==> src/rtl/mac_seq.sv <==
// mac_seq: sequencer for a two-stage multiply-accumulate unit.
// It clears the accumulator, streams len operand addresses with mac_en high,
// drains the pipeline, captures a scaled 32-bit result, then pulses done.
// Optional feature macro: MAC_SEQ_SAT_EN saturates the result and sets ovf
// when accum bits above SHIFT+31 are set.
module mac_seq #(
  parameter int unsigned LEN_W  = 8,
  parameter int unsigned ADDR_W = 8,
  parameter int unsigned SHIFT  = 0
) (
  input  logic              clk,
  input  logic              rst,
  input  logic              start,
  input  logic              abort,
  input  logic [LEN_W-1:0]  len,
  input  logic [ADDR_W-1:0] base,
  output logic [ADDR_W-1:0] addr,
  output logic              mac_clr,
  output logic              mac_en,
  input  logic [63:0]       accum,
  output logic              busy,
  output logic              done,
  output logic [31:0]       result,
  output logic              ovf
);

  localparam int unsigned HI_SHIFT = SHIFT + 32;

  typedef enum logic [2:0] {
    S_IDLE, S_CLR, S_RUN, S_DRAIN, S_CAPT, S_DONE
  } state_t;

  state_t              state, state_n;
  logic [LEN_W-1:0]    cnt, cnt_n;
  logic [LEN_W-1:0]    len_q, len_n;
  logic [ADDR_W-1:0]   base_q, base_n;
  logic [ADDR_W-1:0]   addr_n;
  logic [31:0]         result_n;
  logic                ovf_n;
  logic                mac_clr_n, mac_en_n, busy_n, done_n;
  logic [31:0]         capt_val_c;
  logic                capt_ovf_c;

  // Scaled capture value, optionally saturated.
  always_comb begin
    capt_val_c = 32'(accum >> SHIFT);
    capt_ovf_c = 1'b0;
`ifdef MAC_SEQ_SAT_EN
    if ((accum >> HI_SHIFT) != 64'd0) begin
      capt_val_c = 32'hFFFF_FFFF;
      capt_ovf_c = 1'b1;
    end
`endif
  end

  // Next-state and next-output decode; outputs follow the next state.
  always_comb begin
    state_n  = state;
    cnt_n    = cnt;
    len_n    = len_q;
    base_n   = base_q;
    addr_n   = addr;
    result_n = result;
    ovf_n    = ovf;

    unique case (state)
      S_IDLE: begin
        if (start && !abort) begin
          state_n = S_CLR;
          len_n   = len;
          base_n  = base;
          cnt_n   = '0;
        end
      end
      S_CLR: begin
        cnt_n = '0;
        if (len_q != '0) begin
          state_n = S_RUN;
          addr_n  = base_q;
        end else begin
          state_n = S_DRAIN;
        end
      end
      S_RUN: begin
        if (cnt == LEN_W'(len_q - LEN_W'(1))) begin
          state_n = S_DRAIN;
        end else begin
          cnt_n  = LEN_W'(cnt + LEN_W'(1));
          addr_n = ADDR_W'(addr + ADDR_W'(1));
        end
      end
      S_DRAIN: state_n = S_CAPT;
      S_CAPT: begin
        state_n  = S_DONE;
        result_n = capt_val_c;
        ovf_n    = capt_ovf_c;
      end
      S_DONE:  state_n = S_IDLE;
      default: state_n = S_IDLE;
    endcase

    // Abort wins everywhere except IDLE; result, ovf and addr are kept.
    if (state != S_IDLE && abort) begin
      state_n  = S_IDLE;
      addr_n   = addr;
      result_n = result;
      ovf_n    = ovf;
    end

    mac_clr_n = (state_n == S_CLR);
    mac_en_n  = (state_n == S_RUN);
    busy_n    = (state_n != S_IDLE);
    done_n    = (state_n == S_DONE);
  end

  // State, counters and registered outputs.
  always_ff @(posedge clk) begin
    if (rst) begin
      state   <= S_IDLE;
      cnt     <= '0;
      len_q   <= '0;
      base_q  <= '0;
      addr    <= '0;
      mac_clr <= 1'b0;
      mac_en  <= 1'b0;
      busy    <= 1'b0;
      done    <= 1'b0;
      result  <= '0;
      ovf     <= 1'b0;
    end else begin
      state   <= state_n;
      cnt     <= cnt_n;
      len_q   <= len_n;
      base_q  <= base_n;
      addr    <= addr_n;
      mac_clr <= mac_clr_n;
      mac_en  <= mac_en_n;
      busy    <= busy_n;
      done    <= done_n;
      result  <= result_n;
      ovf     <= ovf_n;
    end
  end

endmodule
==> config.mk <==
export PLATFORM = sky130hd
export DESIGN_NAME = mac_seq
export DESIGN_NICKNAME = d
export VERILOG_FILES = /design/src/rtl/mac_seq.sv
export SDC_FILE = /design/constraint.sdc
export NUM_CORES = 1
export LEC_CHECK = 0
export CAP_MARGIN = 40
export CORE_UTILIZATION = 40
export DETAILED_ROUTE_END_ITERATION = 10
export PLACE_DENSITY = 0.75
export SYNTH_ARGS = -nofsm -noshare
export SYNTH_HDL_FRONTEND = slang
export SYNTH_SLANG_ARGS = --single-unit
export TNS_END_PERCENT = 50
==> constraint.sdc <==
create_clock -name clk -period 3.1 [get_ports clk]
set_clock_uncertainty 0.2 [all_clocks]
set_input_delay 0.465 -clock clk [delete_from_list [all_inputs] [get_ports clk]]
set_output_delay 0.465 -clock clk [all_outputs]
set_load 0.02 [all_outputs]
# Word-level counts from Yosys, hierarchy flattened
# Cells that the tools add are included.
[word_totals]
reg_bits = 71
input_bits = 84
out_inout_bits = 45
word_cells = 49
[op_classes]
n_addsub = 3
eq_ne = 11
mux = 11
bitwise_logic = 1
n_reduce_logical = 13
[op_table]
columns = ["operator", "count"]
rows = [
  ["8-bit two-way mux", 4],
  ["8-bit one-hot mux with 3 select lines", 1],
  ["8-bit by 1-bit adder with 8-bit output, second input constant", 2],
  ["8-bit one-hot mux with 2 select lines", 1],
  ["3-bit one-hot mux with 5 select lines", 1],
  ["3-bit by 2-bit equality test with 1-bit output, second input constant", 3],
  ["3-bit two-way mux", 3],
  ["3-bit nonzero test", 3],
  ["8-bit equality test", 1],
  ["8-bit nonzero test", 1],
  ["8-bit by 1-bit subtractor with 8-bit output, second input constant", 1],
  ["3-bit by 1-bit equality test with 1-bit output, second input constant", 2],
  ["3-bit equality test, second input constant", 2],
  ["2-bit != test, second input constant", 3],
  ["2-bit AND reduction", 2],
  ["4-bit AND reduction", 1],
  ["3-bit zero test", 1],
  ["3-bit AND reduction", 1],
  ["1-bit logical AND", 2],
  ["2-bit nonzero test", 1],
  ["1-bit zero test", 1],
  ["1-bit two-way mux", 1],
  ["1-bit inverter", 1],
]

# Depth between registers and ports, before layout
[logic_depth]
depth_word = 6
ltp_mapped = 10
mapped_depth_nobuf = 8

# Worst setup path before layout
# OpenSTA, ideal clock, no wires.
[synth_path]
kind = "register to register"
from = "register len_q[2]"
to = "register cnt[7]"
setup_ps = 131
arrival_time_ps = 2028
required_ps = 2769
path_slack_ps = 740
path_stages_with_launch = 9
n_path_buf = 2
period_less_slack_ps = 2360
path_cell_list = "dfxtp_1 or4_1 o221ai_1 o311ai_1 o2111a_1 buf_4 buf_6 o311ai_2 o41ai_2"
[synth_between]
elab_chain_cells = 4
[synth_rtl]
columns = ["item", "line", "text"]
rows = [
  ["start: declaration", "35", "logic [LEN_W-1:0] len_q, len_n;"],
  ["start signal: assignment", "133", "len_q <= len_n;"],
  ["8-bit by 1-bit subtractor with 8-bit output", "85", "if (cnt == LEN_W'(len_q - LEN_W'(1))) begin"],
  ["8-bit equality test", "85", ""],
  ["2-bit != test (no line)", "--", ""],
  ["3-bit AND reduction (no line)", "--", ""],
  ["end signal: assignment", "132", "cnt <= cnt_n;"],
  ["end: declaration", "34", "logic [LEN_W-1:0] cnt, cnt_n;"],
]
# Every way passes these cells.
# A chain may end at the register's enable or synchronous reset.

# Worst setup path after layout
[layout_path]
from = "register len_q[0]"
to = "register addr[4]"
[layout_between]
elab_chain_cells = 4
word_cells_on_any_way = 6
classes_between = "add/sub: 1; eq/ne: 3; reduce/logical: 2"
[layout_rtl]
columns = ["item", "line", "text"]
rows = [
  ["8-bit by 1-bit subtractor with 8-bit output", "85", ""],
  ["8-bit equality test", "85", ""],
  ["2-bit != test (no line)", "--", ""],
  ["4-bit AND reduction (no line) *", "--", ""],
  ["end signal: assignment", "135", "addr <= addr_n;"],
  ["end: declaration", "17", "output logic [ADDR_W-1:0] addr,"],
]
# Mark *: on every way between the ends. The rest lies on a longest branch, timed or not.

==> results.sh <==
export IMPL_switching_share_pct=25.7
export IMPL_via_count=3071
export IMPL_critPathLaunchType="register"
export IMPL_ys_flop_type="dfxtp_1"
export IMPL_r2r_cells=8
export IMPL_relSlewSlack_pct=45.6
export IMPL_power_leakage_nw=1.52
export IMPL_initial_utilization_pct=42.3
export IMPL_reg2reg_from="len_q[0]$_SDFFE_PP0P_"
export IMPL_power_share_sequential_pct=49.6
export IMPL_synth_compound_area_share_pct=20.8
export IMPL_postCtsResizedCells=0
export IMPL_ys_seq_elements=71
export IMPL_status="finished clean"
export IMPL_path_cells="inv_1 > ha_1 > o21ba_2 > a221oi_1 > a31o_2 > o2111a_1 > nand2b_1 > o31ai_1"
export IMPL_post_place_cells=573
export IMPL_initialDrtViolationCount=202
export IMPL_cp_top_family="compound AO/OA/AOI/OAI gates"
export IMPL_crit_required_ns=3.11
export IMPL_post_route_cells_drive_above_1_share_pct=7.14
export IMPL_grt_max_degree=38
export IMPL_setup_viol=0
export IMPL_cts_tree="built"
export IMPL_drt_wl_total_um=8220
export IMPL_rows=31
export IMPL_layout_cells_non_filler=589
export IMPL_groute_usage_overall_pct=20.2
export IMPL_hold_depth=2
export IMPL_antenna_found_initial=0
export IMPL_path_clk_slew_ns=0.08
export IMPL_overflow=0
export IMPL_yosysWarnings=0
export IMPL_hp_class="register to register"
export IMPL_worst_slew_pin_slew_ns=0.809
export IMPL_clockBufferDepth=2
export IMPL_final_cell_mix="nand2_1, clkdlybuf4s50_1, dfxtp_1, a21oi_1, nor2_1"
export IMPL_final_util_pct=58.8
export IMPL_synth_top_family_by_area="simple AND/OR/NAND/NOR gates"
export IMPL_cts_sinks=71
export IMPL_netlist_area_mm2=0.00313
export IMPL_synthAdderAreaFrac_pct=1.20
export IMPL_dp_hpwl_um=5800
export IMPL_finalCritPeriodShare_pct=90.3
export IMPL_combPwrFrac_pct=10.9
export IMPL_cp_num_buf_inv=1
export IMPL_max_stage_delay_ns=0.52
export IMPL_clock_latency_ns=0.34
export IMPL_synthCells=399
export IMPL_rsz0062_at_grt="no"
export IMPL_first_pass_iters=5
export IMPL_cp_arrival_ns=2.81
export IMPL_yosys_area_share_simple_pct=24.5
export IMPL_wl_per_cell_um=14.0
export IMPL_drv_cap=0
export IMPL_pin_count=129
export IMPL_htreeDepth=3
export IMPL_regToRegEndpoint="addr[4]$_SDFFE_PP0P_"
export IMPL_rrSetupSlack_ns=0.30
export IMPL_p_clk_share_pct=39.4
export IMPL_max_vdd_ir_drop_mv=0.304
export IMPL_power_switching_uw=489
export IMPL_cts_buffers=9
export IMPL_grt_pass1_wl_um=13600
export IMPL_drc=0
export IMPL_holdCritStartpoint="result[4]$_SDFFE_PP0P_"
export IMPL_die_h_um=90.5
export IMPL_ys_types=53
export IMPL_grt_pass1_vias=2912
export IMPL_port_buffers=95
export IMPL_core_area_mm2=0.00741
export IMPL_synth_async_sr_flop_share_pct=0
export IMPL_diodes=0
export IMPL_syn_num_nets=486
export IMPL_hold_violations=0
export IMPL_synthXorXnorAreaFrac_pct=2.80
export IMPL_cp_slowest_cell="o2111a_1"
export IMPL_place_congestion=0.791
export IMPL_fmax_mhz=357
export IMPL_muxShareOfSynthArea_pct=0.639
export IMPL_critPathMaxFanout=15
export IMPL_final_common_cell="nand2_1"
export IMPL_worstHoldEndpoint="result[4]$_SDFFE_PP0P_"
export IMPL_p_int_mw=1.41
export IMPL_period_needed_ns=2.80
export IMPL_setup_tns_ns=0
export IMPL_die_x_um=90.5
export IMPL_n_fill_cell=655
export IMPL_fin_nets=572
export IMPL_crit_type="register to register"
export IMPL_vias_per_cell=5.21
export IMPL_die_area_mm2=0.00819
export IMPL_synth_edf_count=0
export IMPL_cellPowerDensity_mw_per_mm2=436
export IMPL_ant_nets=0
export IMPL_yosysSeqAreaShare_pct=45.4
export IMPL_cts_root_buf="clkbuf_8"
export IMPL_area_delta_synth_final_pct=39.0
export IMPL_cp_end_kind="register"
export IMPL_finalMaxSlewViolations=0
export IMPL_ctsHoldBuffers=0
export IMPL_post_cts_buffers=0
export IMPL_avgSynthCellArea_um2=7.85
synthesized netlist by cell type (4+ instances only):
| library cell | n | area share (%) |
|---|---|---|
| a21oi_1 | 53 | 8.5 |
| and3_1 | 6 | 1.2 |
| clkbuf_1 | 23 | 2.8 |
| dfxtp_1 | 71 | 45 |
| inv_1 | 4 | 0.48 |
| nand2_1 | 110 | 13 |
| nand3_1 | 5 | 0.80 |
| nor2_1 | 27 | 3.2 |
| nor3_1 | 7 | 1.1 |
| o21ai_0 | 5 | 0.80 |
| o311ai_0 | 8 | 2.2 |
| o31ai_1 | 10 | 2.4 |
| or3_1 | 4 | 0.80 |
| xnor2_1 | 8 | 2.2 |
layer usage:
layer  vias to the layer above  track usage [%]  part of all wire (%)  wire length (µm)
met2                        79             33.6                    48              3930
met1                      1437             25.1                    45              3700
met4                         0             6.05                  0.96                79
li1                       1547                -                     -                 -
met3                         8             5.89                   6.3               519
met5                         -                0                     0                 0
logic make-up (layout without fill, tap and decap cells):
logic type,Yosys count,in the layout
adders and majority gates,3,3
xor gates and xnor gates,10,10
AOI/OAI and AO/OA,100,100
buffers and inverters,34,125
DFF,71,71
and+or+nand+nor,178,178
muxes,2,2
other,1,1
worst min-delay path: stages (launching register included):
cell and delay, ns:
dfxtp_1 0.31, nand2_1 0.05, a21oi_1 0.05
stage by stage:
step	power [mW]	cell area, µm²	worst slack (ns)	hold slack (ns)
2_1_floorplan	1.07	3130	0.740	0.236
3_3_place_gp	1.16	4160	0.392	0.241
3_5_place_dp	1.17	4160	0.332	0.248
4_1_cts	1.91	4350	0.326	0.259
5_1_grt	1.97	4350	0.0883	0.270
6_report	1.90	4350	0.300	0.256
layout make-up:
cell class / count / area (µm²) / share of cell area (%)
repair buffers: 104 / 1030 / 23.6
clock buffers: 9 / 124 / 2.85
inverters: 5 / 18.8 / 0.431
clock inverters: 7 / 71.3 / 1.64
multi-input cells: 294 / 1570 / 36.0
well taps: 99 / 124 / 2.85
flip-flops and latches: 71 / 1420 / 32.7
power by group through the flow:
stage	combinational (mW)	clock, mW	sequential (mW)
floorplan	0.105	0	0.963
global placement	0.201	0	0.963
detailed placement	0.206	0	0.964
CTS	0.208	0.762	0.942
global route	0.227	0.802	0.945
finish	0.207	0.749	0.942
state kept, by name (all words and copies together), names as in the netlist:
| register | cells |
|---|---|
| len_q | 8 |
| mac_clr | 1 |
| state | 3 |
| result | 32 |
| busy | 1 |
| mac_en | 1 |
| cnt | 8 |
| base_q | 8 |
| done | 1 |
| addr | 8 |
how the worst max path moves through the flow:
stage,from,end,slack [ns],depth (start not counted)
finish,len_q[0]$_SDFFE_PP0P_,addr[4]$_SDFFE_PP0P_,0.30,8
global route,len_q[0]$_SDFFE_PP0P_,addr[3]$_SDFFE_PP0P_,0.09,8
CTS,len_q[0]$_SDFFE_PP0P_,addr[4]$_SDFFE_PP0P_,0.33,8
detailed placement,len_q[0]$_SDFFE_PP0P_,addr[4]$_SDFFE_PP0P_,0.33,8
global placement,state[1]$_SDFF_PP0_,addr[3]$_SDFFE_PP0P_,0.39,6
floorplan,len_q[2]$_SDFFE_PP0P_,cnt[7]$_SDFFE_PP0P_,0.74,8
No activity file was read; power rests on OpenSTA's default activity.
